<file path="src/rtl/pwm_pkg.sv">
// pwm_pkg: shared widths, mode and state encodings for the PWM path.
// Used by pwm_period_timer and pwm_duty_sequencer.
package pwm_pkg;

    localparam int DUTY_W_DEF = 4;
    localparam int RATE_W_DEF = 4;

    typedef enum logic [1:0] {
        MODE_HOLD = 2'b00,
        MODE_UP   = 2'b01,
        MODE_DOWN = 2'b10,
        MODE_TRI  = 2'b11
    } mode_t;

    typedef enum logic [1:0] {
        ST_IDLE = 2'b00,
        ST_HOLD = 2'b01,
        ST_UP   = 2'b10,
        ST_DOWN = 2'b11
    } state_t;

endpackage

</file>
<file path="src/rtl/pwm_period_timer.sv">
// pwm_period_timer: free-running 2^W period counter with end/start markers.
// Shareable with the PWM compare stage so both stay phase-aligned.
module pwm_period_timer #(
    parameter int W = 4
) (
    input  logic clk,
    input  logic reset,
    output logic period_end,
    output logic period_start
);

    logic [W-1:0] count;

    assign period_end = (count == {W{1'b1}});

    // Counter wraps every 2^W cycles; period_start trails period_end by one cycle.
    always_ff @(posedge clk) begin
        if (reset) begin
            count        <= '0;
            period_start <= 1'b0;
        end else begin
            count        <= count + 1'b1;
            period_start <= period_end;
        end
    end

endmodule

</file>
<file path="src/rtl/pwm_duty_sequencer.sv">
// pwm_duty_sequencer: duty word generator (hold/ramp/triangle) for the PWM stage.
// Optional PWM_SEQ_WRAP_EN: UP/DOWN wrap past the target into a sawtooth.
module pwm_duty_sequencer
    import pwm_pkg::*;
#(
    parameter int DUTY_W = DUTY_W_DEF,
    parameter int RATE_W = RATE_W_DEF
) (
    input  logic              clk,
    input  logic              reset,
    input  logic              enable,
    input  logic              cfg_load,
    input  logic [1:0]        cfg_mode,
    input  logic [DUTY_W-1:0] cfg_target,
    input  logic [RATE_W-1:0] cfg_rate,
    output logic [DUTY_W-1:0] duty_cycle,
    output logic              period_start,
    output logic              step_pulse,
    output logic              at_limit,
    output logic              cfg_pending
);

    logic              period_end;
    logic              apply;
    mode_t             sh_mode, act_mode, in_mode, eff_mode;
    logic [DUTY_W-1:0] sh_target, act_target, in_target, eff_target;
    logic [RATE_W-1:0] sh_rate, act_rate, in_rate;
    state_t            state, state_nx;
    logic [DUTY_W-1:0] duty_nx;
    logic [RATE_W-1:0] rate_cnt, rate_nx;
    logic              tri_on, tri_nx, step_nx;

    pwm_period_timer #(.W(DUTY_W)) u_timer (
        .clk          (clk),
        .reset        (reset),
        .period_end   (period_end),
        .period_start (period_start)
    );

    // A strobe coinciding with period_end bypasses straight into the active copy.
    assign in_mode    = cfg_load ? mode_t'(cfg_mode) : sh_mode;
    assign in_target  = cfg_load ? cfg_target : sh_target;
    assign in_rate    = cfg_load ? cfg_rate : sh_rate;
    assign apply      = period_end & (cfg_pending | cfg_load);
    assign eff_mode   = apply ? in_mode : act_mode;
    assign eff_target = apply ? in_target : act_target;

    // Shadow capture and boundary-aligned transfer to the active config.
    always_ff @(posedge clk) begin
        if (reset) begin
            sh_mode     <= MODE_HOLD;
            sh_target   <= '0;
            sh_rate     <= '0;
            act_mode    <= MODE_HOLD;
            act_target  <= '0;
            act_rate    <= '0;
            cfg_pending <= 1'b0;
        end else begin
            sh_mode     <= in_mode;
            sh_target   <= in_target;
            sh_rate     <= in_rate;
            cfg_pending <= ~period_end & (cfg_pending | cfg_load);
            if (apply) begin
                act_mode   <= in_mode;
                act_target <= in_target;
                act_rate   <= in_rate;
            end
        end
    end

    // Sequencer state register; all updates land on period boundaries.
    always_ff @(posedge clk) begin
        if (reset) begin
            state      <= ST_IDLE;
            duty_cycle <= '0;
            rate_cnt   <= '0;
            tri_on     <= 1'b0;
            step_pulse <= 1'b0;
        end else begin
            state      <= state_nx;
            duty_cycle <= duty_nx;
            rate_cnt   <= rate_nx;
            tri_on     <= tri_nx;
            step_pulse <= step_nx;
        end
    end

    // Next state: idle on disable, restart on new config or wake, else step.
    always_comb begin
        state_nx = state;
        duty_nx  = duty_cycle;
        rate_nx  = rate_cnt;
        tri_nx   = tri_on;
        step_nx  = 1'b0;
        if (period_end) begin
            if (!enable) begin
                state_nx = ST_IDLE;
                duty_nx  = '0;
                rate_nx  = '0;
                tri_nx   = 1'b0;
            end else if (state == ST_IDLE || apply) begin
                rate_nx = '0;
                tri_nx  = (eff_mode == MODE_TRI);
                unique case (eff_mode)
                    MODE_HOLD: begin
                        state_nx = ST_HOLD;
                        duty_nx  = eff_target;
                    end
                    MODE_UP, MODE_TRI: begin
                        state_nx = ST_UP;
                        duty_nx  = '0;
                    end
                    MODE_DOWN: begin
                        state_nx = ST_DOWN;
                        duty_nx  = '1;
                    end
                    default: ;
                endcase
            end else if (rate_cnt != act_rate) begin
                rate_nx = rate_cnt + 1'b1;
            end else begin
                rate_nx = '0;
                unique case (state)
                    ST_UP: begin
                        if (duty_cycle < act_target) begin
                            duty_nx = duty_cycle + 1'b1;
                        end else if (tri_on) begin
                            if (act_target != '0) begin
                                state_nx = ST_DOWN;
                                duty_nx  = duty_cycle - 1'b1;
                            end
                        end else begin
`ifdef PWM_SEQ_WRAP_EN
                            duty_nx = '0;
`else
                            duty_nx = duty_cycle;
`endif
                        end
                    end
                    ST_DOWN: begin
                        if (tri_on) begin
                            if (duty_cycle != '0) begin
                                duty_nx = duty_cycle - 1'b1;
                            end else if (act_target != '0) begin
                                state_nx = ST_UP;
                                duty_nx  = duty_cycle + 1'b1;
                            end
                        end else if (duty_cycle > act_target) begin
                            duty_nx = duty_cycle - 1'b1;
                        end else begin
`ifdef PWM_SEQ_WRAP_EN
                            duty_nx = '1;
`else
                            duty_nx = duty_cycle;
`endif
                        end
                    end
                    default: ;
                endcase
                step_nx = (duty_nx != duty_cycle);
            end
        end
    end

    // Endpoint flag: target for ramps, target or zero for triangle.
    always_comb begin
        at_limit = 1'b0;
        unique case (state)
            ST_HOLD: at_limit = 1'b1;
            ST_UP, ST_DOWN:
                at_limit = (duty_cycle == act_target)
                         | (tri_on & (duty_cycle == '0));
            default: at_limit = 1'b0;
        endcase
    end

endmodule

</file>
<file path="config.mk">
export PLATFORM = sky130hd
export DESIGN_NAME = pwm_duty_sequencer
export DESIGN_NICKNAME = d
export VERILOG_FILES = /design/src/rtl/pwm_pkg.sv /design/src/rtl/pwm_period_timer.sv /design/src/rtl/pwm_duty_sequencer.sv
export SDC_FILE = /design/constraint.sdc
export NUM_CORES = 1
export LEC_CHECK = 0
export CORE_MARGIN = 8
export CORE_UTILIZATION = 30
export CTS_CLUSTER_DIAMETER = 50
export DETAILED_ROUTE_END_ITERATION = 6
export SLEW_MARGIN = 30
export SYNTH_ARGS = -nofsm -noshare
export SYNTH_HDL_FRONTEND = slang
export SYNTH_SLANG_ARGS = --single-unit
export TNS_END_PERCENT = 10
</file>
<file path="constraint.sdc">
create_clock -name clk -period 2.08 [get_ports clk]
set_input_delay 0.312 -clock clk [delete_from_list [all_inputs] [get_ports clk]]
set_output_delay 0.312 -clock clk [all_outputs]
set_load 0.05 [all_outputs]
</file>
==> results of run 1 <==
-- state kept, by name, indices dropped and copies added (netlist names) --
register	cells
sh_mode	2
tri_on	1
sh_rate	4
rate_cnt	4
duty_cycle	4
u_timer.period_start	1
act_rate	4
u_timer.count	4
cfg_pending	1
act_target	4
state	2
step_pulse	1
sh_target	4
act_mode	2
-- final timing paths --
path                                                  start                     endpoint  slack [ns]  cells after the start
worst max-delay path             duty_cycle[2]$_SDFFE_PP0P_                duty_cycle[2]        0.07                      2
worst min-delay path            u_timer.count[0]$_SDFF_PP0_  u_timer.count[0]$_SDFF_PP0_        0.45                      1
worst max register to register     act_target[1]$_SDFF_PP0_   duty_cycle[3]$_SDFFE_PP0P_        0.09                      9
worst min register to register  u_timer.count[0]$_SDFF_PP0_  u_timer.count[0]$_SDFF_PP0_        0.45                      1
-- power by group through the flow --
| stage | logic (mW) | clock network, mW | registers [mW] |
|---|---|---|---|
| 6_report | 0.117 | 0.528 | 0.753 |
| 3_3_place_gp | 0.117 | 0 | 0.770 |
| 3_5_place_dp | 0.117 | 0 | 0.771 |
| 4_1_cts | 0.118 | 0.547 | 0.753 |
| 2_1_floorplan | 0.0547 | 0 | 0.773 |
| 5_1_grt | 0.129 | 0.583 | 0.754 |
-- worst max-delay path: cells and delay by family, from the launching register on --
kind / cells / cell delay (ns)
flops: 1 / 0.37
buf+inv: 2 / 1.04
-- per-stage QoR --
step           total power, mW  setup WS, ns  utilization, %
2_1_floorplan            0.828       -0.0542               -
3_3_place_gp             0.887       -0.0512            38.3
3_5_place_dp             0.888       -0.0636            38.3
4_1_cts                   1.42       0.00697            39.9
5_1_grt                   1.47       -0.0384            40.7
6_report                  1.40        0.0688            40.7
-- metal layers --
| metal | wire [µm] | track usage, % |
|---|---|---|
| met1 | 2980 | 16.3 |
| met2 | 2760 | 18.5 |
| met3 | 245 | 2.50 |
| met4 | 113 | 4.45 |
| met5 | 0 | 0 |
-- cell families after synthesis --
logic type	after synthesis	synth area share, %
AO/OA/AOI/OAI	65	20.7
XOR/XNOR	12	4.63
adder cells (fa/ha/maj)	9	4.96
buffers and inverters	25	5.84
flip-flops	38	33.5
multiplexers	12	5.29
AND/OR/NAND/NOR	106	25.2
-- layout by cell type (no fill, tap or decap), types with 3 or more instances in the layout --
cell type,synthesis,layout
ha_1,9,7
nand3_1,11,11
dfxtp_2,0,4
inv_1,8,7
o31ai_1,5,5
dfxtp_1,38,33
clkdlybuf4s50_1,0,20
nand2_1,19,19
nor4_1,5,5
nor3_1,4,4
o21ai_1,5,5
and3_1,4,4
clkbuf_8,0,6
nand4_1,5,5
a211oi_1,11,11
or3_1,3,3
buf_4,3,36
xnor2_1,11,11
a31oi_1,4,3
a21oi_1,15,15
mux2i_1,12,12
nor2_1,33,33
and2_1,3,3
-- timing repair --
action                                  in CTS  in global routing
endpoints found under the setup margin       1                  4
pin swaps                                    0                  1
buffers inserted                             1                  2
gates cloned                                 0                  0
gates resized for setup                      3                  6
-- layout make-up --
class                           instances  area [µm²]  share of cell area [%]
Clock buffer                            6        82.6                    2.78
Clock inverter                          2        12.5                   0.422
Inverter                                8        30.0                    1.01
Multi-Input combinational cell        204        1440                    48.5
Sequential cell                        38         769                    25.9
Tap cell                               99         124                    4.17
Timing Repair Buffer                   58         510                    17.2
==> summary.md, run 1 <==
| Metric | Value |
|---|---|
| Slowest cell on crit path | clkdlybuf4s50_1 |
| Vias per cell | 5.16 |
| Fin Setup TNS | 0 ns |
| Most instantiated library cell after synthesis | dfxtp_1 |
| Logic pwr share | 8.4% |
| Placement Cell Area | 2790 µm² |
| Ys flop type | dfxtp_1 |
| CTS Sinks | 38 |
| Post-synth top area share | 33.5% |
| Period minus WS final | 2.01 ns |
| Clk pwr share | 37.8% |
| DIE WIDTH | 103 µm |
| Share of cells above drive strength 1 | 22.5% |
| Nets | 338 |
| Seq pwr share | 53.8% |
| Worst VDD drop | 0.371 mV |
| Vias in the first global route | 2029 |
| Hold WS | 0.454 ns |
| Row count | 31 |
| Final setup violation count | 0 |
| Core area | 7290 µm² |
| Least-Margin Pin Slew | 0.523 ns |
| Final design area excluding fillers | 2970 µm² |
| Area leader, netlist | dfxtp_1 |
| CP max stage delay | 0.83 ns |
| CTS Buf Count | 5 |
| Antenna violations before repair | 0 |
| WS Path Type | register to output port |
| Worst min path class | register to register |
| I/O pin total | 22 |
| Clk pin slew, worst setup/hold paths | 0.08 ns |
| Status | finished clean |
| Drt drc | 0 |
| WL final | 6.09 mm |
| Placed insts | 404 |
| Layout overhead on the synthesized area | 30.6% |
| Clk buf depth | 2 |
| Mapped Cells | 267 |
| Sw Ratio | 23.4% |
| Register bit total from synthesis | 38 |
| CP Cell Sequence | buf_4 > clkdlybuf4s50_1 |
| Placer Congestion | 0.877 |
| Tcrit/Tclk final | 96.7% |
| Syn nets | 290 |
| First-pass GRT wire length | 10.2 mm |
| Synth top area cells | dfxtp_1 (33%), nor2_1 (5.5%), mux2i_1 (5.3%) |
| Worst Setup Start Kind | register |
| Top achievable clock speed | 497 MHz |
| Via count | 2143 |
| Hpwl dp | 4.56 mm |
| Die Ht | 103 µm |
| Filler Cells Inserted | 773 |
| Post-Layout Cell Count | 415 |
| Commonest cells post-synth | dfxtp_1 (38), nor2_1 (33), nand2_1 (19) |
| H-Tree Depth | 2 |
| Power density over the cells | 471 nW/µm² |
| Initial DRC count | 139 |
| Number of max-cap violations | 0 |
| Initial core utilization | 31.2% |
| Antenna viol nets, final | 0 |
| Largest net degree at the start of global routing | 33 |
| Crit path arrival time | 1.70 ns |
| Post-synth EDFFs | 0 |
| Leak | 1.12 nW |
| Unrepaired setup endpoints after global routing | true |
| Overflow left after global routing | 0 |
| Mean Syn Cell Area | 8.51 µm² |
| CTS Root Cell | clkbuf_8 |
| Distinct cells, synth | 58 |
| Register area share after synthesis | 33.5% |
| DRT Pass-1 Iters | 4 |
| Crit end category | output port |
| Hold_buf cts | 0 |
| Slew headroom | 65.1% |
| CTS tree | done |
| Int Power | 1.07 mW |
| Yosys warning count | 0 |
| Global Route Usage Sum | 12.1% |
| N_diodes | 0 |
| Worst path required time | 1.77 ns |
| Die area | 10600 µm² |
| P_sw | 0.327 mW |
| Final Max Tran Viols | 0 |
| Clk_skew | 0.00362 ns |
| Clock latency on the worst-skew pair | 0.29 ns |
| FFs w/ async S/R, synth | 0% |
| CP Max Fanout | 12 |
| WL/cell | 14.7 µm |
| Cell Area, Synth | 2270 µm² |
| PortBufs | 21 |
| Endpoints failing hold | 0 |
No activity file was read; power rests on OpenSTA's default activity.
==> run 2, diff against run 1 <==
- CTS_CLUSTER_DIAMETER: 50 -> 150
==> results of run 2 <==
Same layout as run 1: the final DEF is identical, and so are final timing and power.
==> run 3, diff against run 2 <==
- CORE_ASPECT_RATIO: not set -> 1.25
- CORE_MARGIN: 8 -> not set
==> run 3 against run 2 <==
  * Power up 18%
  * Fmax decreased by 2.7%
  * Register-to-register slack lost 0.08 ns
  * Hold slack worse by 0.0022 ns
  * Sequential power barely moved
  * Critical endpoint is now duty_cycle[1]$_SDFFE_PP0P_
  * Largest cell class unchanged
  * Highest routed layer unchanged
==> summary.md, run 3 (synthesis results as in run 1) <==
| Metric | Value |
|---|---|
| Status | finished clean |
| Global Route Usage Sum | 15.3% |
| Setup WS pre-CTS | -0.101 ns |
| Worst Setup Start Kind | register |
| Fin util | 40.4% |
| CP Max Fanout | 7 |
| PortBufs | 21 |
| CTS tree | done |
| Die area | 7930 µm² |
| Placement Cell Area | 2760 µm² |
| Filler Cells Inserted | 759 |
| Worst VDD drop | 0.488 mV |
| Vias in the first global route | 2091 |
| Largest net degree at the start of global routing | 33 |
| Placer Congestion | 0.939 |
| DIE WIDTH | 79.8 µm |
| Hpwl dp | 4.29 mm |
| Clock latency on the worst-skew pair | 0.29 ns |
| Hold WS | 0.452 ns |
| Crit path arrival time | 2.24 ns |
| WS Path Type | register to register |
| Via count | 2113 |
| N_diodes | 0 |
| Tcrit/Tclk final | 99.4% |
| CTS Sinks | 38 |
| Clk_skew | 0.00639 ns |
| Antenna violations before repair | 0 |
| Slew headroom | 64.3% |
| I/O pin total | 22 |
| Core area | 7360 µm² |
| Cell depth of the worst flop-to-flop path | 7 |
| Power density over the cells | 553 nW/µm² |
| Endpoints failing hold | 0 |
| Top achievable clock speed | 484 MHz |
| Share of cells above drive strength 1 | 22.5% |
| H-Tree Depth | 2 |
| CTS Root Cell | clkbuf_8 |
| WL final | 5.75 mm |
| Top Usage Layer GRT | met2 |
| Area of the multi-input gates | 1430 µm² |
| Met1 usage | 18.0% |
| Clk pin slew, worst setup/hold paths | 0.08 ns |
| Final setup violation count | 0 |
| Die Ht | 99.3 µm |
| First-pass GRT wire length | 9.52 mm |
| DRT Pass-1 Iters | 4 |
| Drt drc | 0 |
| Number of max-cap violations | 0 |
| Leak | 1.13 nW |
| Hold Crit Depth | 1 |
| Overall power | 1.64 mW |
| Hold_buf cts | 0 |
| CTS Buf Count | 5 |
| WL/cell | 14.1 µm |
| Worst path required time | 2.25 ns |
| Antenna viol nets, final | 0 |
| Seq. cell area | 767 µm² |
| Row count | 35 |
| Setup ws final | 0.0134 ns |
| Period minus WS final | 2.07 ns |
| Final Max Tran Viols | 0 |
| Layout overhead on the synthesized area | 30.9% |
| Initial core utilization | 30.9% |
| Worst min path class | register to register |
| Initial DRC count | 149 |
| Final design area excluding fillers | 2970 µm² |
| Vias per cell | 5.19 |
| Nets | 337 |
| Commonest non-fill, non-tap cell in the layout | buf_4 |
| Crit end category | register |
| Clk buf depth | 2 |
| GRT met2 Usage | 26.4% |
| Least-Margin Pin Slew | 0.534 ns |
| Overflow left after global routing | 0 |
| Met3 GRT Util | 2.57% |
| Most frequent cells in the layout | buf_4 (36), nor2_1 (33), dfxtp_1 (33), clkdlybuf4s50_1 (20), nand2_1 (19) |
==> run 3: cell type report <==
class | instances | share of cell area [%]
Inverter | 8 | 1.01
Sequential cell | 38 | 25.8
Clock buffer | 6 | 2.78
Timing Repair Buffer | 57 | 16.5
Tap cell | 92 | 3.87
Clock inverter | 2 | 2.02
Multi-Input combinational cell | 204 | 48.0
==> run 3: stage by stage <==
step,std cells,setup TNS [ns]
3_5_place_dp,396,-0.372
5_1_grt,407,-0.102
3_3_place_gp,396,-0.196
2_1_floorplan,267,-0.0542
6_report,407,0
4_1_cts,405,0
==> run 3: worst paths after layout <==
kind	endpoint	slack, ns	from
worst max-delay path	duty_cycle[1]$_SDFFE_PP0P_	0.01	act_target[1]$_SDFF_PP0_
worst min-delay path	u_timer.count[0]$_SDFF_PP0_	0.45	u_timer.count[0]$_SDFF_PP0_
worst max register to register	duty_cycle[1]$_SDFFE_PP0P_	0.01	act_target[1]$_SDFF_PP0_
worst min register to register	u_timer.count[0]$_SDFF_PP0_	0.45	u_timer.count[0]$_SDFF_PP0_
==> run 3: repair_timing <==
action	in CTS	in global routing
gates resized for setup	3	6
setup endpoints to repair	1	3
endpoints found under the hold margin	0	0
buffers inserted	1	2
pin swaps	0	3
gates cloned	0	0
==> run 3: critical path, stage by stage (launching register included) <==
cell and delay [ns]:
dfxtp_1 0.31, buf_4 0.14, o41a_1 0.54, and3_1 0.24, nor4_1 0.33, o31ai_2 0.13
a21oi_1 0.18, o31ai_1 0.09
==> run 3: per-layer routing <==
metal	wire length, µm	share of wire (%)
met4	102	1.8
met3	183	3.2
met5	0	0
met2	2910	51
met1	2550	44
==> run 3: power breakdown <==
| group | switching (mW) | internal [mW] | leakage [nW] |
|---|---|---|---|
| combinational | 0.0542 | 0.0613 | 0.747 |
| sequential | 0.00863 | 0.745 | 0.312 |
| clock | 0.264 | 0.512 | 0.0714 |
